File: src/rtl/ysyx_2022040010_ctrl.sv
// rtl/ysyx_2022040010_ctrl.sv - pipeline hazard controller: stall/flush/halt generation plus optional perf counters
//
// Purpose : Resolves pipeline hazards for a 5-stage core by producing per-register
//           hold (stall) and bubble (flush) enables. Also drops one stale fetch
//           response after a redirect, and freezes the pipeline after ebreak.
// Ports   : clk, rst (async, active-high)
//           id_load_use, ex_busy, ex_br_taken       - hazard sources
//           imem_req/imem_ready, dmem_req/dmem_ready - memory handshakes
//           wb_ebreak                               - ebreak retiring in WB
//           stall[4:0], flush[4:0]                  - [0] PC .. [4] MEM/WB
//           halt                                    - pipeline permanently frozen
//           perf_cycle, perf_stall, perf_flush      - CNT_W-bit counters
// Config  : YSYX_2022040010_CTRL_PERF_EN builds the counters; otherwise perf_* are 0.
module ysyx_2022040010_ctrl #(
    parameter int CNT_W = 64
) (
    input  logic             clk,
    input  logic             rst,
    input  logic             id_load_use,
    input  logic             ex_busy,
    input  logic             ex_br_taken,
    input  logic             imem_req,
    input  logic             imem_ready,
    input  logic             dmem_req,
    input  logic             dmem_ready,
    input  logic             wb_ebreak,
    output logic [4:0]       stall,
    output logic [4:0]       flush,
    output logic             halt,
    output logic [CNT_W-1:0] perf_cycle,
    output logic [CNT_W-1:0] perf_stall,
    output logic [CNT_W-1:0] perf_flush
);

    typedef enum logic [1:0] {
        S_RUN  = 2'd0,
        S_DROP = 2'd1,
        S_HALT = 2'd2
    } state_e;

    state_e state_q, state_d;

    logic dwait;
    logic iwait;

    assign dwait = dmem_req & ~dmem_ready;
    assign iwait = imem_req & ~imem_ready;

    always_ff @(posedge clk or posedge rst) begin
        if (rst) begin
            state_q <= S_RUN;
        end else begin
            state_q <= state_d;
        end
    end

    // Branches in the priority chain are ordered highest priority first.
    always_comb begin
        stall   = 5'b00000;
        flush   = 5'b00000;
        halt    = 1'b0;
        state_d = state_q;
        if (rst) begin
            state_d = S_RUN;
        end else if (state_q == S_HALT || wb_ebreak) begin
            stall   = 5'b11111;
            halt    = 1'b1;
            state_d = S_HALT;
        end else if (dwait) begin
            // A taken branch waits frozen in EX until the higher condition clears.
            stall = 5'b01111;
            flush = 5'b10000;
        end else if (ex_busy) begin
            stall = 5'b00111;
            flush = 5'b01000;
        end else if (id_load_use) begin
            stall = 5'b00011;
            flush = 5'b00100;
        end else if (iwait) begin
            if (ex_br_taken) begin
                // PC takes the redirect now; the in-flight fetch for the old path
                // will still return and must be discarded in DROP.
                flush   = 5'b00110;
                state_d = S_DROP;
            end else begin
                stall = 5'b00001;
                flush = 5'b00010;
            end
        end else begin
            if (ex_br_taken) begin
                flush = 5'b00110;
            end
            if (state_q == S_DROP && imem_ready) begin
                flush[1] = 1'b1;
                state_d  = S_RUN;
            end
        end
    end

`ifdef YSYX_2022040010_CTRL_PERF_EN
    logic [CNT_W-1:0] perf_cycle_q, perf_cycle_d;
    logic [CNT_W-1:0] perf_stall_q, perf_stall_d;
    logic [CNT_W-1:0] perf_flush_q, perf_flush_d;

    always_comb begin
        perf_cycle_d = perf_cycle_q;
        perf_stall_d = perf_stall_q;
        perf_flush_d = perf_flush_q;
        if (state_q != S_HALT) begin
            perf_cycle_d = perf_cycle_q + CNT_W'(1);
        end
        if (state_q != S_HALT && stall != 5'b00000) begin
            perf_stall_d = perf_stall_q + CNT_W'(1);
        end
        if (flush != 5'b00000) begin
            perf_flush_d = perf_flush_q + CNT_W'(1);
        end
    end

    always_ff @(posedge clk or posedge rst) begin
        if (rst) begin
            perf_cycle_q <= '0;
            perf_stall_q <= '0;
            perf_flush_q <= '0;
        end else begin
            perf_cycle_q <= perf_cycle_d;
            perf_stall_q <= perf_stall_d;
            perf_flush_q <= perf_flush_d;
        end
    end

    assign perf_cycle = perf_cycle_q;
    assign perf_stall = perf_stall_q;
    assign perf_flush = perf_flush_q;
`else
    assign perf_cycle = '0;
    assign perf_stall = '0;
    assign perf_flush = '0;
`endif

endmodule

File: config.mk
export PLATFORM = sky130hd
export DESIGN_NAME = ysyx_2022040010_ctrl
export DESIGN_NICKNAME = d
export VERILOG_FILES = /design/src/rtl/ysyx_2022040010_ctrl.sv
export SDC_FILE = /design/constraint.sdc
export NUM_CORES = 1
export LEC_CHECK = 0
export BUFFER_PORTS_ARGS = -buffer_cell sky130_fd_sc_hd__buf_2
export CORE_AREA = 2 2 84 86
export CTS_CLUSTER_DIAMETER = 40
export DETAILED_ROUTE_END_ITERATION = 10
export DIE_AREA = 0 0 86 88
export PLACE_DENSITY = 0.68
export SLEW_MARGIN = 0
export SYNTH_ARGS = -nofsm -noshare
export SYNTH_HDL_FRONTEND = slang
export SYNTH_SLANG_ARGS = --single-unit
File: constraint.sdc
create_clock -name clk -period 1.2 [get_ports clk]
set_clock_uncertainty 0.05 [all_clocks]
set_input_delay 0.12 -clock clk [delete_from_list [all_inputs] [get_ports clk]]
set_output_delay 0.12 -clock clk [all_outputs]
set_load 0.01 [all_outputs]
==> Yosys cells after proc, flatten, opt, wreduce, memory -nomap -nowiden <==
Index checks and enable logic that the tools add are counted.
{ "word_totals": {"word_cells": 41, "in_bits": 10, "mem_bits_ro": 0, "n_memories": 0, "regBits": 2, "latchBits": 0, "ramBits": 0} }
{ "classes": {"div": 0, "bitwise": 4, "addsub": 0, "n_reduce_logical": 4, "eq_ne": 6, "mux": 26, "n_shift": 0, "multipliers": 0, "order_cmp": 0} }
{ "op_table": {"columns": ["operator", "count"], "rows": [
  ["$mux W5", 8],
  ["$mux W2", 9],
  ["$mux W3", 3],
  ["$ne A3 B2 Y1 const B", 3],
  ["$mux W1", 5],
  ["$reduce_and A5 Y1", 1],
  ["$mux W4", 1],
  ["$ne A4 B3 Y1 const B", 1],
  ["$reduce_bool A4 Y1", 1],
  ["$and A1 B1 Y1", 2],
  ["$eq A2 B1 Y1 const B", 1],
  ["$eq A2 B2 Y1 const B", 1],
  ["$not A1 Y1", 2],
  ["$logic_and A1 B1 Y1", 1],
  ["$logic_or A1 B1 Y1", 1]
]} }

==> Logic depth before layout (Yosys ltp) <==
Gate-level depths: netlist (run 1).
{ "logic_depth": {"word_depth": 9, "depth_mapped": 4} }

==> Least setup slack after synthesis (run 1) <==
Ideal clock, no wire load.
{ "synth_path": {"kind": "flip-flop to output port", "start": "register state_q[0]", "end": "output stall[4]", "arrival_time_ns": 0.919, "required_time_ns": 1.030, "stages_incl_launch_ff": 5, "path_buffers": 1, "setup_slack_ns": 0.111, "path_cell_list": "dfrtp_1 > inv_1 > a21oi_2 > nor2_1 > buf_4"} }
{ "synth_via": {"elab_chain_len": 4} }
{ "synth_rtl": {"columns": ["element", "line_no", "rtl"], "rows": [
  ["start: declaration", "41", "state_e state_q, state_d;"],
  ["start signal: assignment", "53", "state_q <= state_d;"],
  ["$eq A2 B2 Y1", "65", "end else if (state_q == S_HALT || wb_ebreak) begin"],
  ["$logic_or A1 B1 Y1", "65", null],
  ["$mux W5", "65", null],
  ["$mux W5", "63", "if (rst) begin"],
  ["end: declaration", "27", "output logic [4:0] stall,"]
]} }
No other way between the ends.

==> Worst setup path after layout (run 1) <==
{ "layout_path": {"start": "register state_q[1]", "end": "output flush[3]"} }
{ "layout_via": {"elab_chain_len": 4} }
{ "layout_rtl": {"columns": ["element", "line_no", "rtl"], "rows": [
  ["$eq A2 B2 Y1", "65", null],
  ["$logic_or A1 B1 Y1", "65", null],
  ["$mux W5", "65", null],
  ["$mux W5", "63", null],
  ["end: declaration", "28", "output logic [4:0] flush,"]
]} }
No other way between the ends.

==> results of run 1 <==
==> layer usage <==
layer  vias to the layer above  GRT usage (%)  wire, um
li1                        361              -         -
met1                       365          3.913       563
met2                       123          9.161      1342
met3                         7          3.676       543
met4                         0          4.329        64
met5                         -              0         0
==> cell type report <==
class	instances	area [sq um]	share of cell area, %
timing repair buffer	25	181.4	13.64
antenna	1	2.502	0.1881
multi-input combinational	218	945.9	71.12
clock buffer	3	41.29	3.104
sequential	2	51.30	3.857
tap	80	100.1	7.526
inverter	2	7.507	0.5644
==> timing repair <==
item,in CTS,in global routing
pin swaps,5,5
setup buffers,1,2
setup endpoints to repair,10,11
hold endpoints to repair,2,0
hold buffers,1,0
resized for setup,11,7
==> worst paths after layout <==
check                             from    endpoint  slack, ns  cells past startpoint
setup / recovery            state_q[1]    flush[3]      -0.26                      3
hold / removal             id_load_use  state_q[1]       0.21                      3
setup reg to reg            state_q[1]  state_q[0]       0.02                      3
hold reg to reg             state_q[1]  state_q[1]       0.60                      2
max in group asynchronous          rst  state_q[1]       0.54                      3
min in group asynchronous          rst  state_q[0]       0.43                      3
==> metrics by stage <==
step                instances  TNS [ns]  area, sq um  hold slack (ns)
floorplan                 417         0         2427         -0.01412
global placement          324         0         1184         0.002799
detailed placement        324  -0.09652         1184          0.01391
CTS                       329    -2.036         1290           0.2005
global route              330    -2.469         1328           0.2356
finish                    331    -2.070         1330           0.2067
==> cell usage after synthesis, drive strengths merged <==
cell type	instances
buf	195
o2111a	1
inv	2
and3	2
nand2	1
o22ai	1
o221a	1
or2	1
or2b	1
a21oi	4
nor2	2
nand2b	1
nand3b	3
dfrtp	2
nor4	1
conb	1
and2	1
a211oi	1
a31oi	1
nor3	1
or3	1
nor2b	1
==> kinds of logic (layout without fill, tap and decap cells) <==
| logic type | count (synthesis) | count (layout) | synth area share (%) |
|---|---|---|---|
| AOI/OAI and AO/OA | 9 | 9 | 4.179 |
| buffers and inverters | 197 | 30 | 86.07 |
| DFF | 2 | 2 | 2.933 |
| other | 1 | 194 | 0.2197 |
| and+or+nand+nor | 16 | 16 | 6.598 |
==> worst register-to-register path: stages, from the launching register on <==
cell and delay [ns]:
sky130_fd_sc_hd__dfrtp_2 0.44, sky130_fd_sc_hd__a211oi_4 0.30, sky130_fd_sc_hd__buf_4 0.15, sky130_fd_sc_hd__o221a_1 0.17
==> power by group through the flow <==
| stage | clock, mW | sequential (mW) | combinational [mW] |
|---|---|---|---|
| floorplan | 0 | 0.0765 | 0.785 |
| global placement | 0 | 0.0767 | 0.368 |
| detailed placement | 0 | 0.0774 | 0.373 |
| CTS | 0.274 | 0.0779 | 0.395 |
| global route | 0.286 | 0.0815 | 0.476 |
| finish | 0.265 | 0.0805 | 0.428 |
==> qor.txt, run 1 <==
GLOBAL ROUTING
---------------------------------------------------------------------------------
Pin count of the biggest net entering global routing                            9
Overflow after GRT                                                              0
Tot GR Track Use                                                           5.258%
Antenna violations before repair                                                1
Via count of the first global-routing pass                                    474
First-pass GRT wire length                                                2628 um

LOGIC SYNTHESIS
---------------------------------------------------------------------------------
Area leader, netlist                                                 sky130_fd_sc_hd__buf_4
Number of warnings issued by yosys                                              0
Number of different library cells in the post-synthesis netlist                24
Post-synthesis instance total                                                 225
Top cell type's share of synthesized area                                  85.34%
Post-synthesis cell area                                             0.001707 sq mm
Portion of the post-synthesis area used by sequential elements             2.933%
Flip-flop and latch count after synthesis                                       2
Area contributors post-synth                                         sky130_fd_sc_hd__buf_4, sky130_fd_sc_hd__dfrtp_1, sky130_fd_sc_hd__nand3b_1, sky130_fd_sc_hd__a21oi_1, sky130_fd_sc_hd__nor2b_4
Post-Syn Area per Cell                                                7.585 sq um

STATUS
---------------------------------------------------------------------------------
Outcome                                                              complete, but fails checks
Failing checks                                                       setup timing

CELLS AND AREA
---------------------------------------------------------------------------------
Registers with the most flip-flops                                    state_q (2)
Share of post-route cells with drive strength above 1                      15.20%
Most common cell after layout, fill and taps aside                   sky130_fd_sc_hd__conb_1
Final Util                                                                 20.02%
Most flops, register                                                      state_q
Growth of design area from synthesis to finish                            -22.07%
Commonest cells after routing, fill and taps aside                   sky130_fd_sc_hd__conb_1, sky130_fd_sc_hd__buf_2, sky130_fd_sc_hd__buf_6
Number of nets in the layout                                                  262
Largest register FFs                                                            2
Final-layout fill cell count                                                  737

SETUP PATH
---------------------------------------------------------------------------------
Top cell family by delay on the critical path                          flip-flops
Crit-path cells                                                      a211oi_4 -> and3_1 -> buf_2
Data arrival at the endpoint of the critical path                         1.29 ns
Start-to-end type of the worst setup path                                 reg2out
Maximum fanout count along the critical path                                    4
Critical path startpoint category                                        register
Buf/Inv on CP                                                                   1
CP required                                                               1.03 ns
Sort of element at the end of the critical path                      primary output
Master of the slowest instance on the critical path                  sky130_fd_sc_hd__dfrtp_2
Largest incremental delay on the critical path                            0.44 ns

TIMING
---------------------------------------------------------------------------------
Pins Over Slew Limit                                                            0
RSZ-0062 raised after global routing                                         true
F_max                                                                   684.2 MHz
Shortest clock period the worst path allows after layout                 1.462 ns
Final Setup Violations                                                         10
Hold Violations, Final                                                          0
Setup slack of the critical path after layout                          -0.2616 ns
Part of the cycle the worst path needs                                     121.8%

DIE
---------------------------------------------------------------------------------
Initial Util                                                               25.69%
Core outline area                                                    0.006644 sq mm
Die outline width                                                           86 um
Die area                                                             0.007568 sq mm
Vert. Die Dim                                                               88 um
Placement Rows                                                                 30
I/O pin count                                                                 213

POWER AND IR DROP
---------------------------------------------------------------------------------
Pwr dens                                                             581.7 mW/mm^2
Net switching power of the design                                       0.4152 mW
Share of power burned in combinational logic                                55.3%
Tot Pwr                                                                 0.7736 mW
Register share of total power                                               10.4%
Peak VDD IR                                                              177.1 uV
Static leakage power                                                    0.8641 nW
Proportion of power drawn by the clock network                              34.3%
Internal Pwr Total                                                      0.3584 mW
Fraction of power spent switching nets                                     53.67%

CLOCK NETWORK
---------------------------------------------------------------------------------
Maximum count of clock buffers along a single path                              2
Clock slew seen by the registers of the worst setup and hold paths        0.03 ns
Clk Tree Root Cell                                                   sky130_fd_sc_hd__clkbuf_8
Number of sinks driven by the clock tree                                        2
Htree depth                                                                     1
CTS tree                                                                     done
Clock insertion delay at the later pin of the skew report                 0.21 ns
Total CTS buffers                                                               3

PLACE
---------------------------------------------------------------------------------
Count of buffers inserted at the top-level ports                               19
Final weighted congestion of routability-driven global placement           0.7800
DP Wirelength                                                             2179 um
DP Worst Slack                                                        -0.03822 ns

ROUTE
---------------------------------------------------------------------------------
Residual DRC                                                                    0
Antenna-violating nets left                                                     0
Vias post-DR                                                                  856
Via density per instance                                                    2.586
Routed len/inst                                                          7.595 um
Router iterations before antenna repair                                         4
Iteration-0 DRC Markers                                                         5
Total wire length after detailed routing                                  2514 um

MIN PATH
---------------------------------------------------------------------------------
Worst hold path type                                                       in2reg

RUN
---------------------------------------------------------------------------------
Max capacitance violation total                                                 0

No activity file was read; power rests on OpenSTA's default activity.
==> run 2: changes to the inputs <==
--- a/config.mk
+++ b/config.mk
@@ -11,6 +11,7 @@
 export DETAILED_ROUTE_END_ITERATION = 10
 export DIE_AREA = 0 0 86 88
 export PLACE_DENSITY = 0.68
+export REMOVE_ABC_BUFFERS = 1
 export SLEW_MARGIN = 0
 export SYNTH_ARGS = -nofsm -noshare
 export SYNTH_HDL_FRONTEND = slang
==> qor.txt, run 2 (synthesis results as in run 1) <==
STATUS
---------------------------------------------------------------------------------
Outcome                                                              complete, but fails checks
Failing checks                                                       setup timing

CLOCK NETWORK
---------------------------------------------------------------------------------
Clk Tree Root Cell                                                   sky130_fd_sc_hd__clkbuf_8
Clock insertion delay at the later pin of the skew report                 0.22 ns   about the same
Number of sinks driven by the clock tree                                        2   unchanged
Total CTS buffers                                                               3   unchanged
Clock slew seen by the registers of the worst setup and hold paths        0.03 ns   about the same
CTS tree                                                                     done
Maximum count of clock buffers along a single path                              2   unchanged
Htree depth                                                                     1   unchanged

POWER AND IR DROP
---------------------------------------------------------------------------------
Peak VDD IR                                                              138.0 uV   -22%
Static leakage power                                                    0.8707 nW   +0.76%
Pwr dens                                                             597.7 mW/mm^2   +2.8%

SETUP PATH
---------------------------------------------------------------------------------
CP required                                                               1.03 ns   about the same
Maximum fanout count along the critical path                                    4   unchanged
R2r startpoint                                                         state_q[1]
Flop-to-flop setup slack                                                  0.04 ns   +0.02 ns
Source of the critical timing path                                     state_q[1]
Register-to-Register Path Depth                                                 4   +1
Data arrival at the endpoint of the critical path                         1.28 ns   about the same
Start-to-end type of the worst setup path                                 reg2out
Critical path startpoint category                                        register
Critical register-to-register path endpoint                            state_q[1]
Termination of the worst setup path                                      stall[0]
Sort of element at the end of the critical path                      primary output

TIMING
---------------------------------------------------------------------------------
Pins Over Slew Limit                                                            0   unchanged
Setup slack of the critical path after layout                          -0.2462 ns   +0.01540 ns
Hold Violations, Final                                                          0   unchanged
RSZ-0062 raised after global routing                                         true
Final Setup Violations                                                         10   unchanged
F_max                                                                   691.5 MHz   +1.1%
Shortest clock period the worst path allows after layout                 1.446 ns   -0.01540 ns
Part of the cycle the worst path needs                                     120.5%   -1.3 points
Final hold slack                                                        0.1960 ns   -0.01071 ns
Total negative slack for setup checks                                   -1.997 ns   +0.07353 ns

GLOBAL ROUTING
---------------------------------------------------------------------------------
Tot GR Track Use                                                           4.753%   -0.51 points
Antenna violations before repair                                                2   +1
Via count of the first global-routing pass                                    455   -4.0%
Overflow after GRT                                                              0   unchanged
First-pass GRT wire length                                                2394 um   -8.9%
Pin count of the biggest net entering global routing                            9   unchanged

CELLS AND AREA
---------------------------------------------------------------------------------
Growth of design area from synthesis to finish                            -22.65%
Antenna diode count                                                             0   -1
Area of combinational cells with multiple inputs                      938.4 sq um   -0.79%
Number of nets in the layout                                                  264   +0.76%
Most flops, register                                                      state_q
Final Util                                                                 19.87%   -0.15 points
Most common cell after layout, fill and taps aside                   sky130_fd_sc_hd__conb_1
Registers with the most flip-flops                                    state_q (2)
Largest register FFs                                                            2   unchanged
Share of post-route cells with drive strength above 1                      15.87%   +0.67 points
Non-Filler Cell Area, Final                                          0.001320 sq mm   -0.75%
Commonest cells after routing, fill and taps aside                   sky130_fd_sc_hd__conb_1, sky130_fd_sc_hd__buf_2, sky130_fd_sc_hd__buf_6, sky130_fd_sc_hd__buf_4
Total area of sequential cells                                        51.30 sq um   unchanged
Final-layout fill cell count                                                  723   -1.9%

PLACE
---------------------------------------------------------------------------------
DP Wirelength                                                             2204 um   +1.1%
Count of buffers inserted at the top-level ports                               19   unchanged
Final weighted congestion of routability-driven global placement           0.7437   -4.7%
Placement-stage cell area                                            0.001191 sq mm   +0.63%

RUN
---------------------------------------------------------------------------------
Max capacitance violation total                                                 0   unchanged

MIN PATH
---------------------------------------------------------------------------------
Worst hold path type                                                       in2reg

DIE
---------------------------------------------------------------------------------
Die area                                                             0.007568 sq mm   unchanged
Placement Rows                                                                 30   unchanged
Die outline width                                                           86 um   unchanged
I/O pin count                                                                 213   unchanged
Vert. Die Dim                                                               88 um   unchanged
Core outline area                                                    0.006644 sq mm   unchanged
Initial Util                                                               25.69%   unchanged

ROUTE
---------------------------------------------------------------------------------
Antenna-violating nets left                                                     0   unchanged
Routed len/inst                                                          7.506 um   -1.2%
Residual DRC                                                                    0   unchanged
Vias post-DR                                                                  875   +2.2%
Iteration-0 DRC Markers                                                         5   unchanged
Router iterations before antenna repair                                         4   unchanged
Total wire length after detailed routing                                  2492 um   -0.88%
Via density per instance                                                    2.636   +1.9%

[run 2: cell count changes in the layout (fill, tap and decap cells not counted), sizes merged]
cell / change
buf: +2
diode: -1
[run 2: how the worst min path moves through the flow]
stage,startpoint,slack [ns],endpoint,depth (start not counted)
final,id_load_use,0.20,state_q[1],3
after global routing,id_load_use,0.21,state_q[1],3
after CTS,id_load_use,0.20,state_q[1],3
after detailed placement,rst,0.02,state_q[0],2
after global placement,rst,0.005,state_q[1],2
after floorplan,rst,-0.17,state_q[0],1
[run 2: what timing repair did]
item | in CTS | in global routing
hold buffers | 1 | 0
setup buffers | 2 | 1
pin swaps | 4 | 3
gates resized for setup | 3 | 10
gates cloned | 0 | 0
hold endpoints to repair | 2 | 0
setup endpoints to repair | 10 | 10
[run 2: area by class of cell]
| class | instances | share of cell area, % |
|---|---|---|
| multi-input cells | 218 | 71.09 |
| repair buffers | 27 | 13.74 |
| well taps | 80 | 7.583 |
| flip-flops and latches | 2 | 3.886 |
| clock buffers | 3 | 3.128 |
| inverters | 2 | 0.5687 |
[run 2: where the power goes]
group | internal [mW] | leakage, nW | switching [mW]
registers | 0.0726 | 0.0245 | 0.00837
logic | 0.0825 | 0.825 | 0.353
clock network | 0.213 | 0.0216 | 0.0600
[run 2: worst max-delay path: stages (launching register included)]
cell	delay [ns]
sky130_fd_sc_hd__dfrtp_2	0.44
sky130_fd_sc_hd__a21oi_4	0.22
sky130_fd_sc_hd__buf_6	0.15
sky130_fd_sc_hd__a31oi_1	0.08
sky130_fd_sc_hd__buf_2	0.17
[run 2: per-stage QoR]
stage,cells,worst slack (ns),power (mW)
5_1_grt,332,-0.2788,0.8422
2_1_floorplan,222,0.1220,0.3860
6_report,332,-0.2462,0.7890
3_5_place_dp,325,-0.02590,0.4516
3_3_place_gp,325,0.02231,0.4462
4_1_cts,331,-0.2264,0.7414
[run 2: layer usage]
| layer | routed length [um] | vias up | global-route usage (%) |
|---|---|---|---|
| met1 | 512 | 375 | 3.415 |
| met3 | 549 | 12 | 3.487 |
| li1 | - | 363 | - |
| met5 | 25 | - | 0 |
| met2 | 1312 | 121 | 7.681 |
| met4 | 93 | 4 | 5.195 |
==> run 3: changes to the inputs <==
--- a/config.mk
+++ b/config.mk
@@ -12,6 +12,7 @@
 export DIE_AREA = 0 0 86 88
 export PLACE_DENSITY = 0.68
 export REMOVE_ABC_BUFFERS = 1
+export SKIP_CTS_REPAIR_TIMING = 1
 export SLEW_MARGIN = 0
 export SYNTH_ARGS = -nofsm -noshare
 export SYNTH_HDL_FRONTEND = slang
==> qor.txt, run 3 (synthesis results as in run 1) <==
PLACE
---------------------------------------------------------------------------------
Final weighted congestion of routability-driven global placement           0.7437   unchanged
DP Wirelength                                                             2204 um   unchanged
DP Worst Slack                                                        -0.02590 ns   unchanged
Count of buffers inserted at the top-level ports                               19   unchanged

CLOCK NETWORK
---------------------------------------------------------------------------------
Clock insertion delay at the later pin of the skew report                 0.21 ns   about the same
Htree depth                                                                     1   unchanged
Maximum count of clock buffers along a single path                              2   unchanged
Clk Tree Root Cell                                                   sky130_fd_sc_hd__clkbuf_8
Number of sinks driven by the clock tree                                        2   unchanged
CTS tree                                                                     done
Total CTS buffers                                                               3   unchanged
Clock slew seen by the registers of the worst setup and hold paths        0.03 ns   about the same

ROUTE
---------------------------------------------------------------------------------
Via density per instance                                                    2.647   +0.45%
Residual DRC                                                                    0   unchanged
Met2 layer wire length in the routed design                               1279 um   -2.5%
Vias post-DR                                                                  871   -0.46%
Iteration-0 DRC Markers                                                        13   +8
Highest metal layer with signal wires                                        met5
Router iterations before antenna repair                                         4   unchanged
Routed len/inst                                                          7.489 um   -0.22%
Antenna-violating nets left                                                     0   unchanged
Total wire length after detailed routing                                  2464 um   -1.1%
Routed length on met3                                                      561 um   +2.2%
Detailed-route wire length on metal 1                                      518 um   +1.2%

TIMING
---------------------------------------------------------------------------------
Final hold slack                                                        0.1967 ns   +0.0007160 ns
RSZ-0062 raised after global routing                                         true
Final Setup Violations                                                         10   unchanged
Setup slack of the critical path after layout                          -0.2150 ns   +0.03123 ns
Hold Violations, Final                                                          0   unchanged
Pins Over Slew Limit                                                            0   unchanged
F_max                                                                   706.7 MHz   +2.2%
Total negative slack for setup checks                                   -1.755 ns   +0.2419 ns
Part of the cycle the worst path needs                                     117.9%   -2.6 points
Shortest clock period the worst path allows after layout                 1.415 ns   -0.03123 ns

GLOBAL ROUTING
---------------------------------------------------------------------------------
Tot GR Track Use                                                           4.577%   -0.18 points
Antenna violations before repair                                                2   unchanged
Via count of the first global-routing pass                                    434   -4.6%
First-pass GRT wire length                                                2311 um   -3.5%
Overflow after GRT                                                              0   unchanged
Pin count of the biggest net entering global routing                            9   unchanged

POWER AND IR DROP
---------------------------------------------------------------------------------
Share of power burned in combinational logic                                53.8%   -1.4 points
Tot Pwr                                                                 0.7625 mW   -3.4%
Proportion of power drawn by the clock network                              35.6%   +1.0 points
Internal Pwr Total                                                      0.3480 mW   -5.4%
Net switching power of the design                                       0.4144 mW   -1.6%
Peak VDD IR                                                              127.2 uV   -7.8%
Static leakage power                                                    0.8507 nW   -2.3%
Register share of total power                                               10.6%   +0.3 points
Pwr dens                                                             595.7 mW/mm^2   -0.34%
Fraction of power spent switching nets                                     54.35%   +0.97 points

DIE
---------------------------------------------------------------------------------
Core outline area                                                    0.006644 sq mm   unchanged
Initial Util                                                               25.69%   unchanged
Die outline width                                                           86 um   unchanged
I/O pin count                                                                 213   unchanged
Vert. Die Dim                                                               88 um   unchanged
Die area                                                             0.007568 sq mm   unchanged
Placement Rows                                                                 30   unchanged

CELLS AND AREA
---------------------------------------------------------------------------------
Commonest cells after routing, fill and taps aside                   sky130_fd_sc_hd__conb_1, sky130_fd_sc_hd__buf_2, sky130_fd_sc_hd__nand3b_1, sky130_fd_sc_hd__a21oi_2, sky130_fd_sc_hd__clkbuf_8
Final-layout fill cell count                                                  729   +0.83%
Area of combinational cells with multiple inputs                      937.1 sq um   -0.13%
Most common cell after layout, fill and taps aside                   sky130_fd_sc_hd__conb_1
Largest register FFs                                                            2   unchanged
Number of nets in the layout                                                  261   -1.1%
Registers with the most flip-flops                                    state_q (2)
Final Util                                                                 19.27%   -0.60 points
Share of post-route cells with drive strength above 1                      15.26%   -0.61 points
Most flops, register                                                      state_q
Total area of sequential cells                                        51.30 sq um   unchanged
Growth of design area from synthesis to finish                            -25.00%
Antenna diode count                                                             0   unchanged

SETUP PATH
---------------------------------------------------------------------------------
Critical register-to-register path endpoint                            state_q[0]
Sort of element at the end of the critical path                      primary output
CP required                                                               1.03 ns   about the same
Maximum fanout count along the critical path                                    4   unchanged
Data arrival at the endpoint of the critical path                         1.24 ns   -0.04 ns
Start-to-end type of the worst setup path                                 reg2out
R2r startpoint                                                         state_q[1]
Source of the critical timing path                                     state_q[1]
Register-to-Register Path Depth                                                 2   -2
Critical path startpoint category                                        register
Termination of the worst setup path                                      stall[0]
Flop-to-flop setup slack                                                  0.13 ns   +0.09 ns

MIN PATH
---------------------------------------------------------------------------------
Worst hold path type                                                       in2reg

RUN
---------------------------------------------------------------------------------
Max capacitance violation total                                                 0   unchanged

STATUS
---------------------------------------------------------------------------------
Failing checks                                                       setup timing
Outcome                                                              complete, but fails checks

## run 3: how the worst min path moves through the flow
stage                           start    endpoint  slack, ns  depth (start not counted)
final                     id_load_use  state_q[1]       0.20                          3
after global routing      id_load_use  state_q[1]       0.21                          3
after CTS                         rst  state_q[1]      -0.20                          2
after detailed placement          rst  state_q[0]       0.02                          2
after global placement            rst  state_q[1]      0.005                          2
after floorplan                   rst  state_q[0]      -0.17                          1
## run 3: worst max-delay path, cell delays in order, from the launching register on
cell and delay (ns):
sky130_fd_sc_hd__dfrtp_2 0.44, sky130_fd_sc_hd__a21oi_4 0.20, sky130_fd_sc_hd__buf_6 0.13, sky130_fd_sc_hd__a31oi_1 0.08, sky130_fd_sc_hd__buf_2 0.17
## run 3: per-layer routing
metal	track usage [%]	vias to the layer above
met4	4.762	4
met1	3.471	372
met2	7.188	127
met5	0	-
met3	3.487	10
li1	-	358
## run 3: metrics by stage
stage,cell area [sq um],instances
6_report,1280,329
5_1_grt,1280,329
4_1_cts,1232,328
2_1_floorplan,965.9,222
3_3_place_gp,1191,325
3_5_place_dp,1191,325
## run 3: area by class of cell
cell class	instances	area share [%]
Multi-Input combinational cell	218	73.22
Clock buffer	3	3.226
Timing Repair Buffer	24	11.14
Inverter	2	0.5865
Tap cell	80	7.820
Sequential cell	2	4.008
## run 3: power by group through the flow
stage | clock [mW] | combinational, mW | sequential (mW)
2_1_floorplan | 0 | 0.310 | 0.0765
3_3_place_gp | 0 | 0.369 | 0.0767
3_5_place_dp | 0 | 0.373 | 0.0784
4_1_cts | 0.276 | 0.374 | 0.0778
5_1_grt | 0.278 | 0.455 | 0.0811
6_report | 0.271 | 0.410 | 0.0806
